==> src/rtl/sample_stream_fifo.sv <==
// Parametrised ready/valid stream FIFO with show-ahead output, occupancy,
// almost-full and a wrapping count of words read since reset.
module sample_stream_fifo #(
   parameter  int unsigned DATA_WIDTH  = 8,
   parameter  int unsigned DEPTH       = 4,
   parameter  int unsigned AFULL_LEVEL = DEPTH - 1,
   localparam int unsigned ADDR_W      = $clog2(DEPTH)
) (
   input  logic                  clk,
   input  logic                  rst_n,
   input  logic                  flush,
   input  logic                  stream_in_valid,
   output logic                  stream_in_ready,
   input  logic [DATA_WIDTH-1:0] stream_in_data,
   output logic                  stream_out_valid,
   input  logic                  stream_out_ready,
   output logic [DATA_WIDTH-1:0] stream_out_data,
   output logic [ADDR_W:0]       level,
   output logic                  almost_full,
   output logic [31:0]           out_count
);

   localparam logic [ADDR_W:0] L_FULL  = (ADDR_W + 1)'(DEPTH);
   localparam logic [ADDR_W:0] L_AFULL = (ADDR_W + 1)'(AFULL_LEVEL);
   localparam logic [ADDR_W:0] L_ONE   = (ADDR_W + 1)'(1);

   logic [DATA_WIDTH-1:0] r_mem [DEPTH];
   logic [ADDR_W-1:0]     r_wr_ptr;
   logic [ADDR_W-1:0]     r_rd_ptr;
   logic [ADDR_W:0]       r_count;
   logic [31:0]           r_out_count;

   logic w_wr;
   logic w_rd;

   // Ready is derived from registered occupancy only, so a read while full
   // never opens the input in the same cycle.
   assign stream_in_ready  = rst_n && (r_count != L_FULL);
   assign stream_out_valid = (r_count != '0);
   assign stream_out_data  = (r_count != '0) ? r_mem[r_rd_ptr] : '0;
   assign level            = r_count;
   assign almost_full      = (r_count >= L_AFULL);
   assign out_count        = r_out_count;

   assign w_wr = stream_in_valid && stream_in_ready && !flush;
   assign w_rd = stream_out_valid && stream_out_ready && !flush;

   always_ff @(posedge clk) begin
      if (rst_n && w_wr) begin
         r_mem[r_wr_ptr] <= stream_in_data;
      end
   end

   always_ff @(posedge clk) begin
      if (!rst_n) begin
         r_wr_ptr    <= '0;
         r_rd_ptr    <= '0;
         r_count     <= '0;
         r_out_count <= '0;
      end else if (flush) begin
         r_wr_ptr <= '0;
         r_rd_ptr <= '0;
         r_count  <= '0;
      end else begin
         if (w_wr) begin
            r_wr_ptr <= r_wr_ptr + ADDR_W'(1);
         end
         if (w_rd) begin
            r_rd_ptr    <= r_rd_ptr + ADDR_W'(1);
            r_out_count <= r_out_count + 32'd1;
         end
         case ({w_wr, w_rd})
            2'b10:   r_count <= r_count + L_ONE;
            2'b01:   r_count <= r_count - L_ONE;
            default: r_count <= r_count;
         endcase
      end
   end

endmodule

==> config.mk <==
export PLATFORM = sky130hd
export DESIGN_NAME = sample_stream_fifo
export DESIGN_NICKNAME = d
export VERILOG_FILES = /design/src/rtl/sample_stream_fifo.sv
export SDC_FILE = /design/constraint.sdc
export NUM_CORES = 1
export LEC_CHECK = 0
export BUFFER_PORTS_ARGS = -buffer_cell sky130_fd_sc_hd__buf_2
export CORE_MARGIN = 5
export CORE_UTILIZATION = 41
export DETAILED_ROUTE_END_ITERATION = 16
export GPL_TIMING_DRIVEN = 0
export PLACE_DENSITY_LB_ADDON = 0.2
export SYNTH_ARGS = -nofsm -noshare
export SYNTH_HDL_FRONTEND = slang
export SYNTH_SLANG_ARGS = --single-unit
==> constraint.sdc <==
create_clock -name clk -period 2.45 [get_ports clk]
set_input_delay 0.49 -clock clk [delete_from_list [all_inputs] [get_ports clk]]
set_output_delay 0.49 -clock clk [all_outputs]
set_load 0.03 [all_outputs]
==> results of run 1 <==
-- area by class of cell --
class	instances	area, sq um
Fill cell	721	3870
Inverter	12	45.0
Sequential cell	73	1790
Clock inverter	7	68.8
Clock buffer	9	124
Buffer	14	58.8
Timing Repair Buffer	58	290
Tap cell	102	128
Multi-Input combinational cell	200	1440
-- state kept, by name, indices dropped and copies added, names as in the netlist, named ones only --
name / count
r_rd_ptr: 2
out_count: 32
r_mem: 32
level: 3
r_wr_ptr: 2
-- layer usage --
layer | wire length [um] | vias to the layer above
met1 | 3560 | 1226
met4 | 127 | 0
met5 | 0 | -
met2 | 3430 | 54
met3 | 316 | 8
li1 | - | 1281
-- worst register-to-register path: stages (launching register included) --
cell and delay [ns]:
dfxtp_2 0.40, inv_1 0.10, o31ai_4 0.31, nor2_1 0.13, inv_1 0.08, ha_1 0.18
inv_1 0.06, fa_1 0.37, xor2_1 0.16, or3_1 0.31, a21oi_1 0.14
-- cells in the mapped netlist (all sizes together) --
| library cell | n | area share |
|---|---|---|
| nor4 | 3 | 0.0057 |
| clkbuf | 12 | 0.014 |
| and2 | 13 | 0.025 |
| nand2 | 11 | 0.012 |
| buf | 4 | 0.0057 |
| or3 | 6 | 0.011 |
| nor2b | 1 | 0.0019 |
| nand4bb | 1 | 0.0034 |
| mux2i | 4 | 0.012 |
| nand3 | 16 | 0.024 |
| nor3 | 1 | 0.0015 |
| nand4 | 15 | 0.028 |
| or4 | 14 | 0.032 |
| a31o | 1 | 0.0027 |
| xnor2 | 3 | 0.0080 |
| and3 | 7 | 0.013 |
| a31oi | 1 | 0.0019 |
| o31ai | 15 | 0.034 |
| mux4 | 8 | 0.055 |
| dfxtp | 41 | 0.25 |
| fa | 1 | 0.0061 |
| nand2b | 5 | 0.0095 |
| ha | 6 | 0.023 |
| and4 | 7 | 0.019 |
| nor2 | 19 | 0.022 |
| o41ai | 1 | 0.0027 |
| and4b | 1 | 0.0030 |
| xor2 | 10 | 0.027 |
| edfxtp | 32 | 0.29 |
| o21ai | 7 | 0.011 |
| inv | 12 | 0.014 |
| a21oi | 23 | 0.035 |
-- what timing repair did --
action                     CTS  global route
setup endpoints to repair    9            10
gates resized for setup      5             5
hold buffers                 0             0
hold endpoints to repair     0             0
-- cells in the final DEF (no fill, tap or decap), types with 8 or more instances in the layout --
cell      instances
buf_2            61
dfxtp_1          38
edfxtp_1         32
a21oi_1          23
nor2_1           19
nand3_1          16
nand4_1          15
or4_1            14
o31ai_1          14
and2_1           13
inv_1            12
nand2_1          11
xor2_1           10
clkbuf_8          9
clkbuf_1          8
mux4_2            8
-- worst paths after layout --
path                                         from  slack, ns            end  depth (start not counted)
worst max-delay path                     level[2]       0.15       level[2]                         10
worst min-delay path            stream_in_data[0]       0.35    r_mem[2][0]                          1
worst max register to register           level[2]       0.15       level[2]                         10
worst min register to register      out_count[31]       0.49  out_count[31]                          2
-- power groups by stage --
| stage | sequential, uW | clock, uW | combinational [uW] |
|---|---|---|---|
| after global routing | 1280 | 1020 | 87.0 |
| after floorplan | 1310 | 0 | 43.9 |
| final | 1280 | 929 | 78.7 |
| after CTS | 1280 | 959 | 79.5 |
| after detailed placement | 1310 | 0 | 79.0 |
| after global placement | 1310 | 0 | 77.3 |
-- metrics by stage --
stage | setup WS (ns) | utilization
after floorplan | 0.0537 | -
after global placement | -0.114 | 0.477
after detailed placement | -0.116 | 0.477
after CTS | 0.0133 | 0.504
after global routing | 0.0259 | 0.504
final | 0.151 | 0.504
-- cells by family (layout without fill, tap and decap cells) --
family,Yosys count,after routing,synth area share
buffers and inverters,28,100,0.0329
flip-flops,73,73,0.539
multiplexers,12,12,0.0666
XOR/XNOR,13,13,0.0345
adder cells (fa/ha/maj),7,7,0.0288
AND/OR/NAND/NOR,120,120,0.211
AO/OA/AOI/OAI,48,48,0.0867
==> out/metrics.cfg, run 1 <==
[run_status]
status = complete, no violations

[place]
post_dp_cell_area_sq_um = 3730
dp_cells = 461
dp_hpwl_um = 5270
portBuffers = 58
gp_congestion = 0.764

[clocking]
tritoncts = yes
h-tree-depth = 3
clockRootBuffer = clkbuf_8
cts_buffer_depth = 2
clk_pin_slew_ns = 0.08
cts_buffers = 9
postCtsSetupBuffers = 0
clk_latency_ns = 0.35
clock_sinks = 73

[grt]
grt_max_degree = 14
use_met1 = 0.219
grt_first_pass_wirelength_um = 12400
grt_busiest_layer = met2
grt_util_all_layers = 0.159
grt_pass1_vias = 2530
gr-usage-met2 = 0.233
overflow = 0
use_met3 = 0.0424
antenna_found_initial = 0

[setup_path]
crit_path_max_fanout = 6
path_cells = inv_1 -> o31ai_4 -> nor2_1 -> inv_1 -> ha_1 -> inv_1 -> fa_1 -> xor2_1 -> or3_1 -> a21oi_1
crit_buf_inv = 3
worstSetupPathType = flop to flop
setup.worst_path.end_class = flop
slowest_delay_ns = 0.40
start_kind = flop
cp_top_family = adder cells
cpMostUsedCell = inv_1
crit_required_ns = 2.73
critPathArrivalTime_ns = 2.58
crit_slowest_cell = dfxtp_2

[sta]
fin_crit_sh = 0.938
worstMarginPinSlew_ns = 0.572
finalMaxSlewViolations = 0
fin_skew_ns = 0.00599
tns_ns = 0
timing.hold.ws_ns = 0.349
hold_viol_final = 0
slew_headroom = 0.619
fmax_mhz = 435
setup_viol_count_final = 0
grt_setup_unrepaired = no
post-route-min-period_ns = 2.30

[drt]
viasPerCell = 5.41
route.detailed.drc = 0
drt-total-wl_um = 7430
firstDrtPassIters = 4
drtIter0Drc = 78
vias = 2569
wire_per_inst_um = 15.7
ant_nets = 0

[cells_and_area]
areaGrowthSynthToFinish_pct = 19.2
instances_no_fill = 475
nets = 388
drive_gt1_frac = 0.247
n_antenna_cell = 0
design_area_sq_um = 3940

[synth]
yosysSeqAreaShare = 0.539
yosysUniqueCellTypes = 33
syn_nets = 321
yosysWarningCount = 0
synth_area_sq_um = 3300
syn_inst = 301
synth_seq_cells = 73
avgSynthCellArea_sq_um = 11.0

[floorplanning]
fp.dieH_um = 99.8
start_util = 0.423
core-area_sq_um = 7810
ios = 59
die_area_sq_um = 9960
die_width_um = 99.8
rows = 32

[pwr]
power_uw = 2290
intPower_uw = 1770
p_comb_frac = 0.034
powerDensity_nw_per_um2 = 581
seqPwrFrac = 0.559
p_sw_frac = 0.225
clkPwrFrac = 0.406
p_switching_uw = 515
vdd_drop_max_uv = 220
leakage_uw = 0.00144

[run]
cap_violations = 0

[min_path]
hp-class = input port to flop

No activity file was read; power rests on OpenSTA's default activity.
==> run 2, diff against run 1 <==
--- a/config.mk
+++ b/config.mk
@@ -9,7 +9,6 @@
 export CORE_MARGIN = 5
 export CORE_UTILIZATION = 41
 export DETAILED_ROUTE_END_ITERATION = 16
-export GPL_TIMING_DRIVEN = 0
 export PLACE_DENSITY_LB_ADDON = 0.2
 export SYNTH_ARGS = -nofsm -noshare
 export SYNTH_HDL_FRONTEND = slang
==> run 2 against run 1 <==
Critical endpoint is now stream_out_data[5]. Die area stayed put. Flip-flop and latch count unchanged. Design area up 0.92%. Cell count is 0.21% higher. Largest power group unchanged. Count of clock-buffer cells in the layout is 1 higher. Sequential power is essentially flat. Clock power is 0.5% lower. Critical path type is now flop to primary output.
==> out/metrics.cfg, run 2 (synthesis gave the netlist of run 1 again) <==
[grt]
grt_pass1_vias = 2548
grt_util_all_layers = 0.157
grt_first_pass_wirelength_um = 12500
antenna_found_initial = 0
grt_max_degree = 30
overflow = 0

[setup_path]
path_cells = nor3_2 -> inv_1 -> buf_4 -> and2_1 -> buf_2
worstSetupPathType = flop to primary output
crit_buf_inv = 3
crit_path_max_fanout = 10
cp_top_family = buffers and inverters
setup.worst_path.end_class = primary output
critPathArrivalTime_ns = 1.79
slowest_delay_ns = 0.37
crit_slowest_cell = dfxtp_1
crit_required_ns = 1.96
start_kind = flop

[cells_and_area]
nets = 389
drive_gt1_frac = 0.262
layout_commonest_cell = buf_2
n_antenna_cell = 0
final_util = 0.509
areaGrowthSynthToFinish_pct = 20.3
final_cell_mix = buf_2, dfxtp_1, edfxtp_1

[sta]
grt_setup_unrepaired = no
slew_headroom = 0.666
fmax_mhz = 438
fin_crit_sh = 0.932
finalMaxSlewViolations = 0
tns_ns = 0
hold_viol_final = 0
fin_skew_ns = 0.00761
setup_viol_count_final = 0
post-route-min-period_ns = 2.28
worstMarginPinSlew_ns = 0.500

[floorplanning]
fp.dieH_um = 99.8
die_width_um = 99.8
die_area_sq_um = 9960
ios = 59
start_util = 0.423
core-area_sq_um = 7810
rows = 32

[pwr]
power_uw = 2280
leakage_uw = 0.00147
vdd_drop_max_uv = 230
powerDensity_nw_per_um2 = 575

[clocking]
cts-hold-fix-buffers = 0
postCtsSetupBuffers = 0
cts_buffers = 9
clk_latency_ns = 0.34
h-tree-depth = 3
clock_sinks = 73
clockRootBuffer = clkbuf_8
tritoncts = yes
cts_resized = 1
cts_buffer_depth = 2
clk_pin_slew_ns = 0.08

[drt]
wl_met3_um = 265
wl_met2_um = 3300
wire_per_inst_um = 15.4
viasPerCell = 5.40
firstDrtPassIters = 4
vias = 2569
highest_layer = met4
drtIter0Drc = 122
met1Wirelength_um = 3640
ant_nets = 0
drt-total-wl_um = 7330
route.detailed.drc = 0

[run_status]
status = complete, no violations

[min_path]
hp-class = input port to flop

[place]
portBuffers = 58
dp_hpwl_um = 5130
gp_congestion = 0.825

[run]
cap_violations = 0

==> run 2: layout make-up <==
cell class | instances | area [sq um]
multi-input combinational | 200 | 1420
timing repair buffer | 73 | 403
fill | 761 | 3830
tap | 102 | 128
sequential | 73 | 1780
clock inverter | 6 | 66.3
inverter | 12 | 45.0
clock buffer | 10 | 128
==> run 2: worst paths after layout <==
path | from | endpoint | slack [ns] | depth (start not counted)
setup / recovery | level[2] | stream_out_data[5] | 0.17 | 5
hold / removal | stream_in_data[2] | r_mem[3][2] | 0.36 | 1
setup reg to reg | level[2] | level[2] | 0.23 | 10
hold reg to reg | out_count[31] | out_count[31] | 0.49 | 2
==> run 2: report_power, final <==
part	internal (uW)	switching, uW	total [uW]
Combinational	29.7	51.7	81.4
Sequential	1280	3.47	1280
Clock	472	452	924
==> run 2: through the flow <==
step | setup WS, ns | hold slack (ns) | std cells | area (sq um)
finish | 0.168 | 0.359 | 476 | 3980
global route | 0.0665 | 0.349 | 476 | 3980
CTS | 0.150 | 0.340 | 476 | 3980
detailed placement | 0.234 | 0.480 | 460 | 3780
global placement | 0.262 | 0.467 | 460 | 3780
floorplan | 0.0537 | 0.485 | 301 | 3310
==> run 2: metal layers <==
| layer | vias up | GRT usage |
|---|---|---|
| li1 | 1269 | - |
| met1 | 1236 | 0.237 |
| met2 | 53 | 0.223 |
| met3 | 11 | 0.0243 |
| met4 | 0 | 0.0693 |
| met5 | - | 0 |
==> run 2: worst reg2reg max path, stage by stage, from the launching register on <==
cell and delay (ns):
dfxtp_1 0.43, inv_1 0.09, o31ai_2 0.29, nor2_1 0.08, inv_1 0.06, ha_1 0.18
inv_1 0.06, fa_1 0.37, xor2_1 0.16, or3_1 0.30, a21oi_1 0.14
==> run 3, diff against run 2 <==
--- a/config.mk
+++ b/config.mk
@@ -6,6 +6,7 @@
 export NUM_CORES = 1
 export LEC_CHECK = 0
 export BUFFER_PORTS_ARGS = -buffer_cell sky130_fd_sc_hd__buf_2
+export CORE_ASPECT_RATIO = 0.5
 export CORE_MARGIN = 5
 export CORE_UTILIZATION = 41
 export DETAILED_ROUTE_END_ITERATION = 16
==> constraint.sdc (replaced) <==
create_clock -name clk -period 2.2 [get_ports clk]
set_input_delay 0.44 -clock clk [delete_from_list [all_inputs] [get_ports clk]]
set_output_delay 0.44 -clock clk [all_outputs]
set_load 0.03 [all_outputs]
==> run 3 against run 2 <==
Sequential share of layout area down 1.2 points. Via count increased by 1.4%. Hold slack worse by 0.026 ns. Critical path depth is 1 lower. Register-to-register slack worse by 0.11 ns. Global-route usage rose by 0.51 points. First-iteration DRC count down 13%. Cell count increased by 2.1%. Count of clock-buffer cells in the layout shrank 1. Combinational power grew 13%.
==> out/metrics.cfg, run 3 (synthesis gave the netlist of run 1 again) <==
[clocking]
clk_pin_slew_ns = 0.06
tritoncts = yes
clk_latency_ns = 0.33
clockRootBuffer = clkbuf_16
clock_sinks = 73
cts_buffers = 9
h-tree-depth = 3
cts_buffer_depth = 2
cts-hold-fix-buffers = 0

[drt]
highest_layer = met4
vias = 2604
drt-total-wl_um = 7590
ant_nets = 0
met1Wirelength_um = 3470
wl_met3_um = 349
wire_per_inst_um = 15.6
firstDrtPassIters = 4
drtIter0Drc = 106
viasPerCell = 5.36
route.detailed.drc = 0
wl_met2_um = 3690

[sta]
fin_crit_sh = 0.960
slew_headroom = 0.682
setup_ws_ns = 0.0884
setup_viol_count_final = 0
finalMaxSlewViolations = 0
grt_setup_unrepaired = no
hold_viol_final = 0
fmax_mhz = 474
timing.hold.ws_ns = 0.333
fin_skew_ns = 0.00763
worstMarginPinSlew_ns = 0.476
tns_ns = 0
post-route-min-period_ns = 2.11

[cells_and_area]
final_cell_mix = buf_2, dfxtp_1, edfxtp_1
layout_commonest_cell = buf_2
drive_gt1_frac = 0.281
areaGrowthSynthToFinish_pct = 23.9
n_antenna_cell = 0
nets = 390
final_util = 0.517

[run_status]
status = complete, no violations

[run]
cap_violations = 0

[grt]
grt_max_degree = 30
overflow = 0
grt_pass1_vias = 2598
grt_util_all_layers = 0.162
antenna_found_initial = 0
grt_first_pass_wirelength_um = 12700

[floorplanning]
fp.dieH_um = 73.5
die_area_sq_um = 10100
ios = 59
rows = 23
core-area_sq_um = 7910
die_width_um = 137
start_util = 0.418

[pwr]
vdd_drop_max_uv = 367
leakage_uw = 0.00152
powerDensity_nw_per_um2 = 683
power_uw = 2800

[place]
gp_congestion = 0.822
portBuffers = 58
dp_slack_ns = 0.0233
dp_hpwl_um = 5380

[setup_path]
critPathArrivalTime_ns = 1.67
crit_required_ns = 1.76
crit_path_max_fanout = 8
start_kind = flop
worstSetupPathType = flop to primary output
setup.worst_path.end_class = primary output

[min_path]
hp-class = input port to flop

[run 3: changes by cell type in the layout (fill, tap and decap cells not counted), sizes merged]
| cell | previous run | this run |
|---|---|---|
| buf | 73 | 74 |
| bufinv | 1 | 0 |
| clkbuf | 10 | 9 |
| clkinv | 2 | 6 |
| clkinvlp | 2 | 0 |
| inv | 13 | 12 |
[run 3: timing repair]
action / 4_1_cts / 5_1_grt
resized for setup: 0 / 9
setup endpoints to repair: 0 / 15
buffers inserted: 0 / 0
[run 3: through the flow]
step	area (sq um)	instances
2_1_floorplan	3310	301
3_3_place_gp	3800	471
3_5_place_dp	3800	471
4_1_cts	4060	486
5_1_grt	4090	486
6_report	4090	486
[run 3: worst max-delay path, stage by stage (launching register included)]
cell and delay [ns]:
dfxtp_1 0.32, buf_6 0.17, mux4_2 0.53, and2_1 0.17
buf_2 0.17
[run 3: cell type report]
cell class | count | area (sq um)
clock buffer | 9 | 225
clock inverter | 6 | 36.3
tap | 112 | 140
timing repair buffer | 74 | 414
fill | 724 | 3820
sequential | 73 | 1790
multi-input combinational | 200 | 1450
inverter | 12 | 45.0
[run 3: worst paths after layout]
kind | slack, ns | depth (start not counted) | end | start
worst max-delay path | 0.09 | 4 | stream_out_data[2] | flop
worst min-delay path | 0.33 | 1 | r_mem[3][3] | stream_in_data[3]
worst max register to register | 0.12 | 10 | level[2] | level[2]
worst min register to register | 0.49 | 2 | out_count[31] | out_count[31]
[run 3: power by group]
group / internal, uW / total, uW / switching [uW] / leakage, uW
sequential: 1420 / 1430 / 4.17 / 0.000621
clock: 749 / 1280 / 530 / 0.000132
combinational: 34.5 / 92.1 / 57.6 / 0.000768
total: 2210 / 2800 / 591 / 0.00152
[run 3: metal layers]
layer,track usage,vias up
li1,-,1276
met1,0.207,1268
met2,0.265,52
met3,0.0492,8
met4,0.0586,0
met5,0,-
